$ cat config.mk
export PLATFORM = sky130hd
export DESIGN_NAME = cache_writeback_encoder
export DESIGN_NICKNAME = d
export VERILOG_FILES = /design/src/rtl/cache_writeback_encoder.sv
export SDC_FILE = /design/constraint.sdc
export NUM_CORES = 1
export LEC_CHECK = 0
export CORE_MARGIN = 2
export CORE_UTILIZATION = 30
export CTS_BUF_LIST = sky130_fd_sc_hd__clkbuf_2 sky130_fd_sc_hd__clkbuf_4 sky130_fd_sc_hd__clkbuf_8
export DETAILED_ROUTE_END_ITERATION = 10
export PLACE_DENSITY = 0.65
export SYNTH_ARGS = -nofsm -noshare
export SYNTH_HDL_FRONTEND = slang
export SYNTH_SLANG_ARGS = --single-unit
$ cat constraint.sdc
create_clock -name clk -period 4.1 [get_ports clk]
set_input_delay 0.82 -clock clk [delete_from_list [all_inputs] [get_ports clk]]
set_output_delay 0.82 -clock clk [all_outputs]
set_load 0.1 [all_outputs]
$ cat src/rtl/cache_writeback_encoder.sv
// cache_writeback_encoder: streams an evicted dirty cache line to the memory write port.
// It rebuilds each word address as {tag, set, offset} and sends one word per
// valid/ready beat. The memory-side outputs are registered.
// Optional feature macro: CACHE_WB_DIRTY_MASK_EN. When it is defined, the block has
// an extra input, evict_dirty_mask, and sends only the words whose mask bit is set.
module cache_writeback_encoder #(
  parameter int unsigned TAG_WIDTH  = 13,
  parameter int unsigned SET_WIDTH  = 8,
  parameter int unsigned OFF_WIDTH  = 2,
  parameter int unsigned DATA_WIDTH = 32,
  localparam int unsigned LINE_WORDS = 1 << OFF_WIDTH,
  localparam int unsigned LineW      = LINE_WORDS * DATA_WIDTH,
  localparam int unsigned AddrW      = TAG_WIDTH + SET_WIDTH + OFF_WIDTH
) (
  input  logic                  clk,
  input  logic                  rst,
  input  logic                  evict_valid,
  output logic                  evict_ready,
  input  logic [TAG_WIDTH-1:0]  evict_tag,
  input  logic [SET_WIDTH-1:0]  evict_set,
  input  logic [LineW-1:0]      evict_data,
`ifdef CACHE_WB_DIRTY_MASK_EN
  input  logic [LINE_WORDS-1:0] evict_dirty_mask,
`endif
  output logic                  mem_valid,
  input  logic                  mem_ready,
  output logic [AddrW-1:0]      mem_addr,
  output logic [DATA_WIDTH-1:0] mem_data,
  output logic                  mem_last,
  output logic                  wb_done
);

  // The beat counter is kept at least 1 bit wide so that single-word lines still work.
  localparam int unsigned BeatW = (OFF_WIDTH > 0) ? OFF_WIDTH : 1;

  typedef enum logic [0:0] {StIdle, StSend} state_e;

  state_e                  state_q, state_d;
  logic [TAG_WIDTH-1:0]    tag_q, tag_d;
  logic [SET_WIDTH-1:0]    set_q, set_d;
  logic [LineW-1:0]        line_q, line_d;
  logic [LINE_WORDS-1:0]   mask_q, mask_d;
  logic [BeatW-1:0]        beat_q, beat_d;
  logic                    valid_q, valid_d;
  logic                    last_q, last_d;
  logic [AddrW-1:0]        addr_q, addr_d;
  logic [DATA_WIDTH-1:0]   wdata_q, wdata_d;
  logic                    done_q, done_d;

  logic [LINE_WORDS-1:0]   mask_in;
  logic                    accept;
  logic [BeatW:0]          first_hit, first_more, next_hit, next_more;

`ifdef CACHE_WB_DIRTY_MASK_EN
  assign mask_in = evict_dirty_mask;
`else
  assign mask_in = '1;
`endif

  // This function returns {found, index}. The index is the lowest dirty word at or above 'from'.
  function automatic logic [BeatW:0] find_dirty(input logic [LINE_WORDS-1:0] m, input int from);
    logic [BeatW:0] r;
    r = '0;
    for (int i = LINE_WORDS - 1; i >= 0; i--) begin
      if (i >= from && m[i]) r = {1'b1, BeatW'(i)};
    end
    return r;
  endfunction

  // The offset goes into its own field by concatenation. It never carries into the set field.
  function automatic logic [AddrW-1:0] make_addr(input logic [TAG_WIDTH-1:0] t,
                                                 input logic [SET_WIDTH-1:0] s,
                                                 input logic [BeatW-1:0]     b);
    logic [AddrW-1:0] a;
    a = AddrW'({t, s}) << OFF_WIDTH;
    a = a | AddrW'(b);
    return a;
  endfunction

  function automatic logic [DATA_WIDTH-1:0] pick_word(input logic [LineW-1:0] line,
                                                      input logic [BeatW-1:0] b);
    return line[int'(b) * DATA_WIDTH +: DATA_WIDTH];
  endfunction

  assign accept = evict_valid && evict_ready;

  // Dirty-word search: the first dirty word of a new request, and the next dirty word of the line being sent.
  always_comb begin
    first_hit  = find_dirty(mask_in, 0);
    first_more = find_dirty(mask_in, int'(first_hit[BeatW-1:0]) + 1);
    next_hit   = find_dirty(mask_q, int'(beat_q) + 1);
    next_more  = find_dirty(mask_q, int'(next_hit[BeatW-1:0]) + 1);
  end

  // State register.
  always_ff @(posedge clk) begin
    if (rst) state_q <= StIdle;
    else     state_q <= state_d;
  end

  // Next-state logic. An all-clean line stays in IDLE and only pulses done.
  always_comb begin
    state_d = state_q;
    unique case (state_q)
      StIdle: if (accept && first_hit[BeatW]) state_d = StSend;
      StSend: if (mem_ready && last_q)        state_d = StIdle;
      default: state_d = StIdle;
    endcase
  end

  // Output logic. Ready depends only on the state and on reset, never on evict_valid.
  always_comb begin
    evict_ready = (state_q == StIdle) && !rst;
    mem_valid   = valid_q;
    mem_addr    = addr_q;
    mem_data    = wdata_q;
    mem_last    = last_q;
    wb_done     = done_q;
  end

  // Datapath next values: capture the line at acceptance, then move to the next beat on each handshake.
  always_comb begin
    tag_d   = tag_q;
    set_d   = set_q;
    line_d  = line_q;
    mask_d  = mask_q;
    beat_d  = beat_q;
    valid_d = valid_q;
    last_d  = last_q;
    addr_d  = addr_q;
    wdata_d = wdata_q;
    done_d  = 1'b0;
    unique case (state_q)
      StIdle: begin
        if (accept) begin
          tag_d  = evict_tag;
          set_d  = evict_set;
          line_d = evict_data;
          mask_d = mask_in;
          beat_d = first_hit[BeatW-1:0];
          if (first_hit[BeatW]) begin
            valid_d = 1'b1;
            last_d  = !first_more[BeatW];
            addr_d  = make_addr(evict_tag, evict_set, first_hit[BeatW-1:0]);
            wdata_d = pick_word(evict_data, first_hit[BeatW-1:0]);
          end else begin
            done_d = 1'b1;
          end
        end
      end
      StSend: begin
        if (mem_ready) begin
          if (last_q) begin
            valid_d = 1'b0;
            last_d  = 1'b0;
            done_d  = 1'b1;
          end else begin
            beat_d  = next_hit[BeatW-1:0];
            last_d  = !next_more[BeatW];
            addr_d  = make_addr(tag_q, set_q, next_hit[BeatW-1:0]);
            wdata_d = pick_word(line_q, next_hit[BeatW-1:0]);
          end
        end
      end
      default: ;
    endcase
  end

  // Datapath registers. Reset abandons any burst in progress without pulsing done.
  always_ff @(posedge clk) begin
    if (rst) begin
      tag_q   <= '0;
      set_q   <= '0;
      line_q  <= '0;
      mask_q  <= '0;
      beat_q  <= '0;
      valid_q <= 1'b0;
      last_q  <= 1'b0;
      addr_q  <= '0;
      wdata_q <= '0;
      done_q  <= 1'b0;
    end else begin
      tag_q   <= tag_d;
      set_q   <= set_d;
      line_q  <= line_d;
      mask_q  <= mask_d;
      beat_q  <= beat_d;
      valid_q <= valid_d;
      last_q  <= last_d;
      addr_q  <= addr_d;
      wdata_q <= wdata_d;
      done_q  <= done_d;
    end
  end

endmodule

* Word level (Yosys, flattened, before mapping) *
Cells that the tools add are included.

storage, ports and cells
  register bits = 211

operators by class
  bitwise logic cells = 2
  mux-type cells = 34
  equal/unequal tests = 4
  magnitude comparators = 8
  add/subtract/negate cells = 2
  reduce and logical (&&, ||, !) cells = 17
  shift operators = 1

operators with widths
  cell                   count
  $shiftx A128 B8 Y32    1
  $mux W32               3
  $mux W23               3
  $pmux W32 S2           1
  $pmux W23 S2           1
  $or A23 B2 Y23         1
  $mux W2                7
  $ge A1 B3 Y1 const A   4
  $ge A2 B3 Y1 const A   4
  $mux W3                4
  $logic_and A1 B1 Y1    11
  $mux W1                10
  $pmux W1 S2            4
  $add A2 B1 Y3 const B  2
  $ne A2 B2 Y1 const B   3
  $reduce_and A3 Y1      2
  $pmux W2 S2            1
  $reduce_and A2 Y1      2
  $logic_not A1 Y1       2
  $ne A2 B1 Y1 const B   1
  $not A1 Y1             1

* Logic depth before layout (Yosys ltp) *
  depth in word-level cells = 18
  depth in mapped cells = 7
  gate-level depth less buffers = 4

* Worst setup path before layout *
No wires, ideal clock.

  kind = input to output
  start point = input port rst
  end point = output port evict_ready
  stages = 4
  data required time = 3280 ps
  buffers on the path = 3
  path slack = 646 ps
  arrival = 2634 ps
  cell sequence = buf_2 -> clkbuf_1 -> clkbuf_1 -> nor2_1

between the ends
  word-level cells in the longest chain between the ends = 2

RTL lines
  what                 RTL line  RTL
  start: declaration   16        input logic rst,
  $logic_not A1 Y1     113       evict_ready = (state_q == StIdle) && !rst;
  $logic_and A1 B1 Y1  113
  end: declaration     18        output logic evict_ready,

Every way passes these cells.

* Worst setup path after layout *
  start point = register last_q, in the netlist mem_last
  end point = output port mem_last

RTL lines
  what                      RTL line  RTL
  start: declaration        45        logic last_q, last_d;
  start signal: assignment  189       last_q <= last_d;
  end: declaration          29        output logic mem_last,

No word-level cell between the ends.

==> results.sh <==
export IMPL_result_of_the_run="completed"
export IMPL_worst_setup_path_type="reg -> out"
export IMPL_critPathMaxFanout=5
export IMPL_post_route_antenna_net_violation_count=0
export IMPL_synth_seq_cells=209
export IMPL_io_pins=212
export IMPL_crit_path_top_delay_cell="sky130_fd_sc_hd__clkdlybuf4s50_1"
export IMPL_floorplan_core_area_um2=29700
export IMPL_synth_top_area_frac=0.460
export IMPL_die_area_um2=31700
export IMPL_fin_crit_sh=0.705
export IMPL_synth_top_cells_by_area="sky130_fd_sc_hd__dfxtp_1, sky130_fd_sc_hd__nand2b_1, sky130_fd_sc_hd__o21ai_0"
export IMPL_timing_final_crit_period_ns=2.89
export IMPL_post_layout_nonfiller_instances=1649
export IMPL_floorplan_rows=63
export IMPL_max_freq_ghz=0.346
export IMPL_synth_distinct_cells=27
export IMPL_cts_path_max_buffers=3
export IMPL_grt_total_usage=0.155
export IMPL_setup_tns_ns=0
export IMPL_die_height_um=178
export IMPL_maxCapViolations=0
export IMPL_cts_hold_repair_buffers=0
export IMPL_cts_setup_buffers=0
export IMPL_syn_instance_count=1073
export IMPL_drt_wl_total_um=25500
export IMPL_nNetsFinal=1387
export IMPL_syn_mean_instance_area_um2=8.48
export IMPL_via_count=7848
export IMPL_hold_violations=0
export IMPL_cts_tree="done"
export IMPL_timing_max_slew_rel_slack=0.233
export IMPL_cts_htree_levels=2
export IMPL_cts_root_buf="sky130_fd_sc_hd__clkbuf_8"
export IMPL_flow_area_growth_from_synthesis_pct=34.2
export IMPL_post_route_drc_count=0
export IMPL_worstHoldPathType="reg -> reg"
export IMPL_post_route_cells_drive_above_1_share=0.0835
export IMPL_timing_final_setup_violations=0
export IMPL_grt_antenna_before_repair=1
export IMPL_setup_ws_ns=1.21
export IMPL_timing_clock_skew_ns=0.0136
export IMPL_critical_path_top_delay_family="buffers and inverters"
export IMPL_cts_clock_pin_slew_for_the_worst_setup_and_hold_paths_ns=0.05
export IMPL_worst_endpoint_required_ns=3.28
export IMPL_avgViaCountPerCell=4.76
export IMPL_max_stage_delay_ns=1.16
export IMPL_cellPowerDensity_nw_per_um2=446
export IMPL_cts_sinks=209
export IMPL_critical_path_n_buffers_inverters=1
export IMPL_grt_max_degree=258
export IMPL_dp_final_hpwl_um=16200
export IMPL_critPathCaptureType="primary output"
export IMPL_p_leak_nw=4.15
export IMPL_final_max_slew_violation_count=0
export IMPL_post_synth_instance_area_um2=9100
export IMPL_gpl_final_weighted_congestion=0.773
export IMPL_die_w_um=178
export IMPL_cts_resized_gates=0
export IMPL_start_kind="flop"
export IMPL_globalRoute_totalOverflow=0
export IMPL_ir_worst_vdd_mv=0.232
export IMPL_synth_fp_nets=1226
export IMPL_drtIter0Drc=491
export IMPL_synth_sequential_area_ratio=0.460
export IMPL_tritoncts_num_buffers=39
export IMPL_dp_worst_slack_ns=1.24
export IMPL_synth_top_area_cell="sky130_fd_sc_hd__dfxtp_1"
export IMPL_rsz0062_at_grt="false"
export IMPL_grt_pass1_wl_um=39200
export IMPL_timing_critical_path_cells="clkdlybuf4s50_1"
export IMPL_initial_core_util=0.306
export IMPL_port_buffers=211
export IMPL_hold_ws_ns=0.455
export IMPL_place_detailed_instances=1583
export IMPL_grt_pass1_vias=7304
export IMPL_worst_slew_pin_transition_ns=1.15
export IMPL_synth_warnings=0
export IMPL_drt_wirelength_per_cell_um=15.4
export IMPL_drtPass1Iterations=5
export IMPL_clkLatencyLatePin_ns=0.53
export IMPL_critical_path_arrival_ns=2.07
-- kinds of logic after synthesis --
group / Yosys count / share of synthesized area
simple gates: 400 / 0.223
compound gates: 306 / 0.209
flops: 209 / 0.460
buf+inv: 104 / 0.0495
mux: 53 / 0.0583
xor+xnor: 1 / 0.000963
-- cells in the final DEF, fill, tap and decap left out, types with 20 or more instances in the layout --
cell type                           n
sky130_fd_sc_hd__clkdlybuf4s50_1  209
sky130_fd_sc_hd__o21ai_0          182
sky130_fd_sc_hd__a221oi_1          32
sky130_fd_sc_hd__nand3b_1          33
sky130_fd_sc_hd__dfxtp_1          206
sky130_fd_sc_hd__nand2b_1         149
sky130_fd_sc_hd__nand2_1          184
sky130_fd_sc_hd__mux2i_1           53
sky130_fd_sc_hd__o31ai_1           32
sky130_fd_sc_hd__nor2_1            28
sky130_fd_sc_hd__clkbuf_8          52
sky130_fd_sc_hd__a211oi_2          20
sky130_fd_sc_hd__a21oi_1           35
-- where the power goes --
part           switching [mW]  total (mW)  internal, mW
registers              0.0917        2.28          2.19
clock network           0.857        2.12          1.27
logic                   0.677        1.04         0.366
-- cells in the mapped netlist --
| cell | count |
|---|---|
| sky130_fd_sc_hd__buf_2 | 39 |
| sky130_fd_sc_hd__dfxtp_1 | 209 |
| sky130_fd_sc_hd__a32oi_1 | 1 |
| sky130_fd_sc_hd__nand3b_1 | 33 |
| sky130_fd_sc_hd__a211oi_1 | 2 |
| sky130_fd_sc_hd__or2_1 | 1 |
| sky130_fd_sc_hd__buf_1 | 3 |
| sky130_fd_sc_hd__nor3b_2 | 1 |
| sky130_fd_sc_hd__mux2i_1 | 53 |
| sky130_fd_sc_hd__nand2_1 | 184 |
| sky130_fd_sc_hd__a211oi_2 | 20 |
| sky130_fd_sc_hd__a21oi_1 | 35 |
| sky130_fd_sc_hd__clkbuf_1 | 56 |
| sky130_fd_sc_hd__a311oi_1 | 1 |
| sky130_fd_sc_hd__xor2_1 | 1 |
| sky130_fd_sc_hd__o31ai_1 | 32 |
| sky130_fd_sc_hd__nand2b_1 | 149 |
| sky130_fd_sc_hd__o21ba_2 | 1 |
| sky130_fd_sc_hd__and3b_1 | 1 |
| sky130_fd_sc_hd__nor2_1 | 28 |
| sky130_fd_sc_hd__inv_1 | 3 |
| sky130_fd_sc_hd__buf_4 | 3 |
| sky130_fd_sc_hd__nor2b_1 | 1 |
| sky130_fd_sc_hd__a221oi_1 | 32 |
| sky130_fd_sc_hd__nand3_1 | 1 |
| sky130_fd_sc_hd__o21ai_0 | 182 |
| sky130_fd_sc_hd__nor3_2 | 1 |
-- sequential cells by signal, indices dropped and copies added, names as in the netlist --
name,flops
set_q,8
wb_done,1
beat_q,1
tag_q,13
mem_last,1
state_q,1
mask_q,1
mem_valid,1
line_q,128
mem_data,32
mem_addr,22
-- per-layer routing --
layer | global-route usage | wire [um]
met4 | 0.0434 | 601
met3 | 0.0382 | 1760
met5 | 0 | 0
met2 | 0.220 | 10400
met1 | 0.230 | 12700
-- worst paths after layout --
path | from | endpoint | slack (ns) | cells past startpoint
min | mem_data[25]$_SDFFE_PP0P_ | mem_data[25]$_SDFFE_PP0P_ | 0.46 | 2
max | mem_last$_SDFFE_PP0P_ | mem_last | 1.21 | 1
min reg2reg | mem_data[25]$_SDFFE_PP0P_ | mem_data[25]$_SDFFE_PP0P_ | 0.46 | 2
max reg2reg | state_q$_SDFF_PP0_ | mem_data[10]$_SDFFE_PP0P_ | 1.61 | 3
-- final cells by class --
class	count	area, um^2
Sequential cell	209	4190
Antenna cell	1	2.50
Inverter	3	11.3
Multi-Input combinational cell	760	4480
Clock inverter	4	47.5
Fill cell	2975	17500
Timing Repair Buffer	221	2210
Clock buffer	61	783
Tap cell	390	488
-- per-stage QoR --
stage / util / power (mW) / area (um^2)
2_1_floorplan: - / 3.00 / 9100
3_3_place_gp: 0.383 / 3.36 / 11400
3_5_place_dp: 0.383 / 3.37 / 11400
4_1_cts: 0.411 / 5.53 / 12200
5_1_grt: 0.411 / 5.71 / 12200
6_report: 0.411 / 5.45 / 12200
Power figures use the tool's default switching activity.
